<file path="src/rtl/dcache_fill_pkg.sv">
// Shared constants, FSM state codes and the big-endian word selector for the
// direct-mapped read-only data cache.
package dcache_fill_pkg;

  localparam int BYTE_SIZE       = 8;
  localparam int WORD_SIZE       = 32;
  localparam int BLOCK_SIZE      = 128;
  localparam int WORDS_PER_BLOCK = BLOCK_SIZE / WORD_SIZE;
  localparam int OFF_W           = $clog2(BLOCK_SIZE / BYTE_SIZE);
  localparam int WSEL_W          = $clog2(WORDS_PER_BLOCK);
  localparam int BSEL_W          = $clog2(WORD_SIZE / BYTE_SIZE);

  typedef enum logic [1:0] {
    DC_IDLE = 2'd0,
    DC_FILL = 2'd1,
    DC_RESP = 2'd2
  } dc_state_t;

  // Word 0 sits in the most significant bits of the line.
  function automatic logic [WORD_SIZE-1:0] word_sel(input logic [BLOCK_SIZE-1:0] blk,
                                                    input logic [WSEL_W-1:0]     w);
    logic [BLOCK_SIZE-1:0] sh;
    sh = blk << (int'(w) * WORD_SIZE);
    return sh[BLOCK_SIZE-1 -: WORD_SIZE];
  endfunction

endpackage

</file>
<file path="src/rtl/dcache_fill_if.sv">
// CPU load port, datamem port, statistics and FSM debug view of dcache_fill.
interface dcache_fill_if;
  import dcache_fill_pkg::*;

  // Handshake: cpu_req is held with a stable cpu_addr until cpu_ready pulses
  // for one cycle with cpu_data valid; a request still high after that is new.
  logic                  cpu_req;
  logic [WORD_SIZE-1:0]  cpu_addr;
  logic                  cpu_ready;
  logic [WORD_SIZE-1:0]  cpu_data;
  logic                  flush;
  logic                  busy;
  logic [BYTE_SIZE-1:0]  mem_addr;
  logic [BLOCK_SIZE-1:0] mem_block;
  logic [15:0]           hit_cnt;
  logic [15:0]           miss_cnt;
  dc_state_t             dbg_state;

  modport slave (
    input  cpu_req, cpu_addr, flush, mem_block,
    output cpu_ready, cpu_data, busy, mem_addr, hit_cnt, miss_cnt, dbg_state
  );

  modport master (
    output cpu_req, cpu_addr, flush, mem_block,
    input  cpu_ready, cpu_data, busy, mem_addr, hit_cnt, miss_cnt, dbg_state
  );

endinterface

</file>
<file path="src/rtl/dcache_line_array.sv">
// Valid/tag/data storage: combinational read by index, synchronous write,
// clear-all of valid bits. Only the valid bits are reset.
module dcache_line_array
  import dcache_fill_pkg::*;
#(
  parameter int LINES = 16,
  parameter int TAG_W = 24,
  parameter int IDX_W = $clog2(LINES)
) (
  input  logic                  clk,
  input  logic                  rst,
  input  logic                  i_clr_all,
  input  logic [IDX_W-1:0]      i_rd_idx,
  output logic                  o_rd_valid,
  output logic [TAG_W-1:0]      o_rd_tag,
  output logic [BLOCK_SIZE-1:0] o_rd_data,
  input  logic                  i_wr_en,
  input  logic [IDX_W-1:0]      i_wr_idx,
  input  logic [TAG_W-1:0]      i_wr_tag,
  input  logic [BLOCK_SIZE-1:0] i_wr_data
);

  logic [LINES-1:0]      r_valid;
  logic [TAG_W-1:0]      r_tag  [LINES];
  logic [BLOCK_SIZE-1:0] r_data [LINES];

  always_ff @(posedge clk or posedge rst) begin
    if (rst) begin
      r_valid <= '0;
    end else if (i_clr_all) begin
      r_valid <= '0;
    end else if (i_wr_en) begin
      r_valid[i_wr_idx] <= 1'b1;
    end
  end

  always_ff @(posedge clk) begin
    if (i_wr_en) begin
      r_tag[i_wr_idx]  <= i_wr_tag;
      r_data[i_wr_idx] <= i_wr_data;
    end
  end

  assign o_rd_valid = r_valid[i_rd_idx];
  assign o_rd_tag   = r_tag[i_rd_idx];
  assign o_rd_data  = r_data[i_rd_idx];

endmodule

</file>
<file path="src/rtl/dcache_fill.sv">
// Direct-mapped read-only data cache between the CPU load port and datamem.
// Optional hit/miss counters are built when DCACHE_STATS_EN is defined.
module dcache_fill
  import dcache_fill_pkg::*;
#(
  parameter int LINES   = 16,
  parameter int MEM_LAT = 2
) (
  input  logic         clk,
  input  logic         rst,
  dcache_fill_if.slave s_bus
);

  localparam int IDX_W = $clog2(LINES);
  localparam int TAG_W = WORD_SIZE - OFF_W - IDX_W;
  localparam int CNT_W = (MEM_LAT > 1) ? $clog2(MEM_LAT) : 1;

  dc_state_t             r_state, w_state_nxt;
  logic [CNT_W-1:0]      r_cnt;
  logic                  r_ready;
  logic [WORD_SIZE-1:0]  r_data;
  logic [BYTE_SIZE-1:0]  r_mem_addr;

  logic [IDX_W-1:0]      w_idx;
  logic [TAG_W-1:0]      w_tag;
  logic [WSEL_W-1:0]     w_wsel;
  logic                  w_rd_valid;
  logic [TAG_W-1:0]      w_rd_tag;
  logic [BLOCK_SIZE-1:0] w_rd_data;
  logic                  w_hit;
  logic                  w_flush_all, w_hit_resp, w_fill_start, w_fill_done, w_fill_resp;
  logic                  w_unused;

  assign w_idx    = s_bus.cpu_addr[OFF_W +: IDX_W];
  assign w_tag    = s_bus.cpu_addr[WORD_SIZE-1 -: TAG_W];
  assign w_wsel   = s_bus.cpu_addr[BSEL_W +: WSEL_W];
  assign w_hit    = w_rd_valid && (w_rd_tag == w_tag);
  assign w_unused = ^s_bus.cpu_addr[BSEL_W-1:0];

  dcache_line_array #(.LINES(LINES), .TAG_W(TAG_W)) u_lines (
    .clk        (clk),
    .rst        (rst),
    .i_clr_all  (w_flush_all),
    .i_rd_idx   (w_idx),
    .o_rd_valid (w_rd_valid),
    .o_rd_tag   (w_rd_tag),
    .o_rd_data  (w_rd_data),
    .i_wr_en    (w_fill_done),
    .i_wr_idx   (w_idx),
    .i_wr_tag   (w_tag),
    .i_wr_data  (s_bus.mem_block)
  );

  always_ff @(posedge clk or posedge rst) begin
    if (rst) r_state <= DC_IDLE;
    else     r_state <= w_state_nxt;
  end

  always_comb begin
    w_state_nxt  = r_state;
    w_flush_all  = 1'b0;
    w_hit_resp   = 1'b0;
    w_fill_start = 1'b0;
    w_fill_done  = 1'b0;
    w_fill_resp  = 1'b0;
    case (r_state)
      DC_IDLE: begin
        // flush wins; a simultaneous request is picked up next cycle
        if (s_bus.flush) begin
          w_flush_all = 1'b1;
        end else if (s_bus.cpu_req) begin
          if (w_hit) begin
            w_hit_resp = 1'b1;
          end else begin
            w_fill_start = 1'b1;
            w_state_nxt  = DC_FILL;
          end
        end
      end
      DC_FILL: begin
        if (r_cnt == CNT_W'(MEM_LAT - 1)) begin
          w_fill_done = 1'b1;
          w_state_nxt = DC_RESP;
        end
      end
      DC_RESP: begin
        w_fill_resp = 1'b1;
        w_state_nxt = DC_IDLE;
      end
      default: w_state_nxt = DC_IDLE;
    endcase
  end

  always_ff @(posedge clk or posedge rst) begin
    if (rst) begin
      r_ready    <= 1'b0;
      r_data     <= '0;
      r_mem_addr <= '0;
      r_cnt      <= '0;
    end else begin
      r_ready <= w_hit_resp | w_fill_resp;
      if (w_hit_resp || w_fill_resp) r_data <= word_sel(w_rd_data, w_wsel);
      if (w_fill_start) begin
        r_mem_addr <= {s_bus.cpu_addr[BYTE_SIZE-1:OFF_W], {OFF_W{1'b0}}};
        r_cnt      <= '0;
      end else if (r_state == DC_FILL) begin
        r_cnt <= r_cnt + 1'b1;
      end
    end
  end

`ifdef DCACHE_STATS_EN
  logic [15:0] r_hit_cnt, r_miss_cnt;

  always_ff @(posedge clk or posedge rst) begin
    if (rst) begin
      r_hit_cnt  <= '0;
      r_miss_cnt <= '0;
    end else begin
      if (w_hit_resp && r_hit_cnt != 16'hFFFF)    r_hit_cnt  <= r_hit_cnt + 16'd1;
      if (w_fill_start && r_miss_cnt != 16'hFFFF) r_miss_cnt <= r_miss_cnt + 16'd1;
    end
  end

  assign s_bus.hit_cnt  = r_hit_cnt;
  assign s_bus.miss_cnt = r_miss_cnt;
`else
  assign s_bus.hit_cnt  = 16'd0;
  assign s_bus.miss_cnt = 16'd0;
`endif

  assign s_bus.cpu_ready = r_ready;
  assign s_bus.cpu_data  = r_data;
  assign s_bus.mem_addr  = r_mem_addr;
  assign s_bus.busy      = (r_state != DC_IDLE);
  assign s_bus.dbg_state = r_state;

endmodule

</file>
<file path="src/flat_wrapper.sv">
// flat-port wrapper written by rule: the top's interface ports become plain ports
module dcache_fill_flat import dcache_fill_pkg::*;
#(
  parameter int LINES   = 16,
  parameter int MEM_LAT = 2
)
  (clk, rst, s_bus_cpu_req, s_bus_cpu_addr, s_bus_flush, s_bus_mem_block, s_bus_cpu_ready, s_bus_cpu_data, s_bus_busy, s_bus_mem_addr, s_bus_hit_cnt, s_bus_miss_cnt, s_bus_dbg_state);
  dcache_fill_if s_bus_i ();
  input  logic clk;
  input  logic rst;
  input wire logic [$bits(s_bus_i.cpu_req)-1:0] s_bus_cpu_req;
  input wire logic [$bits(s_bus_i.cpu_addr)-1:0] s_bus_cpu_addr;
  input wire logic [$bits(s_bus_i.flush)-1:0] s_bus_flush;
  input wire logic [$bits(s_bus_i.mem_block)-1:0] s_bus_mem_block;
  output wire logic [$bits(s_bus_i.cpu_ready)-1:0] s_bus_cpu_ready;
  output wire logic [$bits(s_bus_i.cpu_data)-1:0] s_bus_cpu_data;
  output wire logic [$bits(s_bus_i.busy)-1:0] s_bus_busy;
  output wire logic [$bits(s_bus_i.mem_addr)-1:0] s_bus_mem_addr;
  output wire logic [$bits(s_bus_i.hit_cnt)-1:0] s_bus_hit_cnt;
  output wire logic [$bits(s_bus_i.miss_cnt)-1:0] s_bus_miss_cnt;
  output wire logic [$bits(s_bus_i.dbg_state)-1:0] s_bus_dbg_state;
  assign s_bus_i.cpu_req = s_bus_cpu_req;
  assign s_bus_i.cpu_addr = s_bus_cpu_addr;
  assign s_bus_i.flush = s_bus_flush;
  assign s_bus_i.mem_block = s_bus_mem_block;
  assign s_bus_cpu_ready = s_bus_i.cpu_ready;
  assign s_bus_cpu_data = s_bus_i.cpu_data;
  assign s_bus_busy = s_bus_i.busy;
  assign s_bus_mem_addr = s_bus_i.mem_addr;
  assign s_bus_hit_cnt = s_bus_i.hit_cnt;
  assign s_bus_miss_cnt = s_bus_i.miss_cnt;
  assign s_bus_dbg_state = s_bus_i.dbg_state;
  dcache_fill #(.LINES(LINES), .MEM_LAT(MEM_LAT)) u_core (.clk(clk), .rst(rst), .s_bus(s_bus_i));
endmodule
</file>
<file path="config.mk">
export PLATFORM = sky130hd
export DESIGN_NAME = dcache_fill_flat
export DESIGN_NICKNAME = d
export VERILOG_FILES = /design/src/rtl/dcache_fill_pkg.sv /design/src/rtl/dcache_fill_if.sv /design/src/rtl/dcache_line_array.sv /design/src/rtl/dcache_fill.sv /design/src/flat_wrapper.sv
export SDC_FILE = /design/constraint.sdc
export NUM_CORES = 2
export LEC_CHECK = 0
export CAP_MARGIN = 40
export CORE_ASPECT_RATIO = 1.2
export CORE_UTILIZATION = 55
export CTS_CLUSTER_DIAMETER = 60
export DETAILED_ROUTE_END_ITERATION = 10
export PLACE_DENSITY = 0.72
export RECOVER_POWER = 100
export SLEW_MARGIN = 20
export SYNTH_ARGS = -nofsm -noshare
export SYNTH_HDL_FRONTEND = slang
export SYNTH_SLANG_ARGS = --single-unit
</file>
<file path="constraint.sdc">
create_clock -name clk -period 17.4 [get_ports clk]
set_input_delay 5.22 -clock clk [delete_from_list [all_inputs] [get_ports clk]]
set_output_delay 5.22 -clock clk [all_outputs]
set_load 0.1 [all_outputs]
</file>
### Word-level counts from Yosys, hierarchy flattened

Memories as Yosys holds them, arrays and structs flattened.
Cells that the tools add are included.

| word-level totals | value |
|---|---|
| bits in writable memories | 2432 |
| ROM bits | 0 |
| memories | 2 |
| register bits after elaboration | 56 |
| bits of input ports | 164 |
| bits in latches | 0 |
| output and inout port bits | 76 |
| logic and storage cells | 57 |

| operators by class | value |
|---|---|
| reduce and logical (&&, ||, !) cells | 8 |
| multiply operators | 0 |
| bitwise gates (word level) | 2 |
| shifts and indexed selects | 1 |
| order comparisons | 2 |
| equal/unequal tests | 7 |
| mux-type cells | 28 |
| divide/modulo/power cells | 0 |
| add/sub/neg operators | 1 |

Memories:

| memory | depth | bits a word | read ports | clocked after Yosys merged registers in | wr ports | line | text |
|---|---|---|---|---|---|---|---|
| u_core.u_lines.r_data | 16 | 128 | 1 | 0 | 1 | dcache_line_array.sv:25 | `logic [BLOCK_SIZE-1:0] r_data [LINES];` |
| u_core.u_lines.r_tag | 16 | 24 | 1 | 0 | 1 | dcache_line_array.sv:24 | `logic [TAG_W-1:0] r_tag [LINES];` |

Operators by type and width:

| operator | number |
|---|---|
| << shifter 128 x 7 -> 128 bit | 1 |
| two-way mux 16 bit | 2 |
| == test 24 bit | 1 |
| two-way mux 1 bit | 19 |
| OR 16 bit | 1 |
| two-way mux 2 bit | 4 |
| inequality test 2 bit (second input constant) | 3 |
| nonzero test 2 bit | 3 |
| < comparator 4 x 5 -> 1 bit (second input constant) | 1 |
| binary-select mux 1 bit (select 4 bit) | 1 |
| demux 1 bit (select 4 bit) | 1 |
| greater-or-equal comparator 4 x 1 -> 1 bit (second input constant) | 1 |
| case mux 2 bit (2 select lines) | 1 |
| AND reduction 4 bit | 1 |
| == test 2 x 1 -> 1 bit (second input constant) | 1 |
| == test 2 bit (second input constant) | 1 |
| logical AND 1 bit | 2 |
| logical NOT 2 bit | 1 |
| inequality test 2 x 1 -> 1 bit (second input constant) | 1 |
| adder 1 bit (second input constant) | 1 |
| logical OR 1 bit | 1 |
| OR 1 bit | 1 |

### Longest topological paths before layout

| depth | value |
|---|---|
| depth in word-level cells | 8 |
| depth in mapped cells | 13 |
| mapped depth without buffers | 8 |

### Hierarchy

Synthesis repeated with hierarchy kept, for this count alone.

| second synthesis, totals | value |
|---|---|
| cell total of the unflattened synthesis | 4144 |
| area, all modules | 94774.6 sq um |

Modules (own cells, without submodules):

| module | times used | cells each | area an instance (sq um) |
|---|---|---|---|
| dcache_line_array | 1 | 3937 | 91946.9 |
| dcache_fill | 1 | 207 | 2827.7 |

### Worst setup path before layout

No wires, ideal clock.

| path | value |
|---|---|
| path kind | input -> register |
| start point | input s_bus_cpu_addr[7] |
| end point | memory u_core.u_lines.r_data[15][0], enable pin |
| stages | 9 |
| slack | 3.149 ns |
| library setup time | 0.668 ns |
| data required time | 16.732 ns |
| data arrival time | 13.584 ns |
| path through | buf_2 buf_2 buf_2 buf_2 clkbuf_1 clkbuf_1 clkbuf_1 nand3_1 nor2_1 |

RTL lines:

| what | line | text |
|---|---|---|
| start: declaration | flat_wrapper.sv:12 | `input wire logic [$bits(s_bus_i.cpu_addr)-1:0] s_bus_cpu_addr;` |
| end: declaration | dcache_line_array.sv:25 |  |

No word-level cell before the write port.

### Worst setup path after layout

| path | value |
|---|---|
| start point | input s_bus_cpu_addr[7] |
| end point | memory u_core.u_lines.r_data[4][46], enable pin |

No word-level cell before the write port.

==> metrics.md <==
| Metric | Value |
|---|---|
| Cell Rows | 166 |
| Largest area contributor in the netlist | edfxtp_1 |
| Area of the core | 0.171 sq mm |
| Die outline width | 381 um |
| Die Y-Extent | 457 um |
| RSZ-0062 raised after global routing | false |
| Netlist cell types | 54 |
| Most common library cells after synthesis | edfxtp_1, mux4_2, clkbuf_1 |
| DRC | 0 |
| Endpoint class of the critical path | register |
| TNS Setup | 0 ns |
| Setup crit start kind | input pin |
| TritonCTS buffer count | 219 |
| Slew headroom | -312% |
| Clock slew at reported path FFs | 0.06 ns |
| GR Overflow Total | 0 |
| Outcome | complete, but fails checks |
| Post_cts resized | 0 |
| Hold Path Class | reg -> reg |
| Via/cell ratio | 6.49 |
| Pin count of the biggest net entering global routing | 117 |
| Vias in the first global route | 44,100 |
| Failing checks | max-capacitance violations, max-slew violations |
| DRT Pass-1 Iters | 6 |
| Cts hold-fix bufs | 0 |
| Detailed placement HPWL | 113 mm |
| Layout area overhead | 13.1% |
| Seq. cell area | 0.0744 sq mm |
| Most common cell in the netlist | edfxtp_1 |
| Synth Cell Area | 0.0949 sq mm |
| Maximum capacitance violations | 26 |
| I/O pins | 240 |
| Multi-input gate area | 0.0195 sq mm |
| CTS tree | done |
| Layout fillers | 11,000 |
| #FFs+latches synth | 2,488 |
| Post-synthesis mux area share | 18.4% |
| Total power | 12.8 mW |
| Final setup skew | 0.0294 ns |
| Top post-synthesis cells by area | edfxtp_1, mux4_2, dfrtp_1, mux2i_1, a22oi_1 |
| EDFF count, synth | 2,432 |
| WP data arrival | 13.97 ns |
| Period minus WS final | 13.50 ns |
| Avg Inst Size Synth | 24.7 sq um |
| Fin nets | 4,362 |
| Leak | 33.5 nW |
| Synth warn | 0 |
| PwrDens | 119 mW/mm^2 |
| Worst Setup Path Type | in -> reg |
| Adder-cell share of the synthesized area | 0% |
| Final WL | 219 mm |
| Total count of hold-check failures in the final report | 0 |
| DR iter-0 viols | 5,207 |
| Synth Area in Simple Gates | 0.512% |
| I/O Buffers | 201 |
| Starting Density | 55.5% |
| Synth top area share | 77.0% |
| Via count | 43,400 |
| Endpoints failing setup | 0 |
| Main combinational cell family by area after synthesis | multiplexers |
| Worst EP required | 17.87 ns |
| CTS Sinks | 2,488 |
| Post-DRT Antenna Nets | 0 |
| Clk_lat worst skew | 0.86 ns |
| Gr usage total | 25.5% |
| Slew @ Worst Pin | 6.18 ns |
| Gate Count Post-Synth | 3,839 |
| Ys async rst share | 2.25% |
| Antenna violations before repair | 72 |
| Max IR drop VDD | 0.000160 V |
| CP max FO | 110 |
| Ys flop type | edfxtp_1 |
| CTS Root Cell | clkbuf_16 |
| Wire length per cell | 32.8 um |
| Setup Buffers After CTS | 0 |
| Htree depth | 4 |
| Xor/xnor cell area share of the yosys netlist | 0.305% |
| Setup WS pre-CTS | 6.66 ns |
| DIE AREA | 0.174 sq mm |
| Fin Hold WS | 0.488 ns |
| Slack of the critical path | 3.90 ns |
| FMAX | 0.0741 GHz |
| Compound-Gate Fraction of Synth Area | 1.10% |
| Sequential share of the synthesized area | 78.5% |
| Count of final max-slew check failures | 693 |
| Gpl congestion | 0.747 |
| First-pass GRT wire length | 315 mm |
| Fin crit share | 77.6% |
| CTS max path bufs | 3 |
| Share of cells above drive strength 1 | 26.2% |
==> state kept, by name (all words and copies together) (netlist names) <==
register                flops
u_core.s_bus.cpu_ready      1
u_core.u_lines.r_valid     16
u_core.u_lines.r_data    2048
u_core.s_bus.cpu_data      32
u_core.s_bus.dbg_state      2
u_core.s_bus.mem_addr       4
u_core.u_lines.r_tag      384
u_core.r_cnt                1
==> worst paths after layout <==
check,from,end,slack (ns),depth (start not counted)
min in group asynchronous,rst,u_core.s_bus.cpu_ready,4.71,2
hold / removal,u_core.s_bus.cpu_data[5],u_core.s_bus.cpu_data[5],0.49,1
setup / recovery,s_bus_cpu_addr[7],u_core.u_lines.r_data[4][46],3.90,7
hold reg to reg,u_core.s_bus.cpu_data[5],u_core.s_bus.cpu_data[5],0.49,1
max in group asynchronous,rst,u_core.s_bus.dbg_state[0],8.62,4
setup reg to reg,u_core.s_bus.dbg_state[0],u_core.u_lines.r_data[4][46],10.99,7
==> critical path: stages <==
cell and delay, ns:
clkbuf_1 2.18, buf_12 1.00, nand3b_1 0.48, nor2_4 0.16, clkbuf_1 1.34, clkbuf_1 2.30, buf_4 0.92
==> power by group <==
group | leakage (nW) | total (mW) | internal (mW) | switching [mW]
combinational | 7.53 | 1.27 | 0.437 | 0.832
clock | 3.41 | 4.72 | 2.63 | 2.09
sequential | 22.6 | 6.81 | 6.72 | 0.0873
total | 33.5 | 12.8 | 9.78 | 3.01
==> cell families after synthesis <==
kind of cell | count (synthesis)
other cells | 1
compound gates | 136
simple gates | 106
xor+xnor | 33
mux | 831
buf+inv | 244
flops | 2488
==> routing by layer <==
layer	wire [um]	track usage [%]	part of all wire [%]
met1	85800	36.4	39
met2	109000	41.0	50
met3	18900	4.83	8.6
met4	5640	6.75	2.6
met5	167	0	0.076
==> area by class of cell <==
cell class / instances / area share (%)
clock buffer: 280 / 5.38
multi-input combinational: 1142 / 18.2
clock inverter: 120 / 1.09
sequential: 2488 / 69.4
antenna: 42 / 0.0980
tap: 2268 / 2.64
timing repair buffer: 338 / 3.23
inverter: 9 / 0.0327
==> placed cells by master, fill, tap and decap left out, types with 6 or more instances in the layout <==
cell type           n
bufinv_16          19
mux2i_1            59
edfxtp_1         2432
clkinv_2           45
mux2_2             15
nand2_1            43
o22ai_1             6
conb_1             36
clkinv_1           36
a22oi_1            76
mux4_2            728
buf_8              14
clkbuf_16         221
dlygate4sd3_1     168
dfrtp_1            56
buf_4              35
buf_16             12
nor2_1             23
xnor2_1            19
inv_1               8
nand2b_1            6
nand3_1             6
mux2_1             29
clkdlybuf4s50_1    29
buf_12             24
xor2_1             14
inv_6               9
o21a_1             16
diode_2            42
clkbuf_1          113
==> stage by stage <==
step / cell area (sq um) / cells / util [%]
global placement: 99700 / 6180 / 58.3
global route: 107000 / 6653 / 62.7
finish: 107000 / 6687 / 62.8
detailed placement: 101000 / 6240 / 59.0
floorplan: 95000 / 3874 / -
CTS: 108000 / 6640 / 63.0
(Power assumes the default switching activity.)
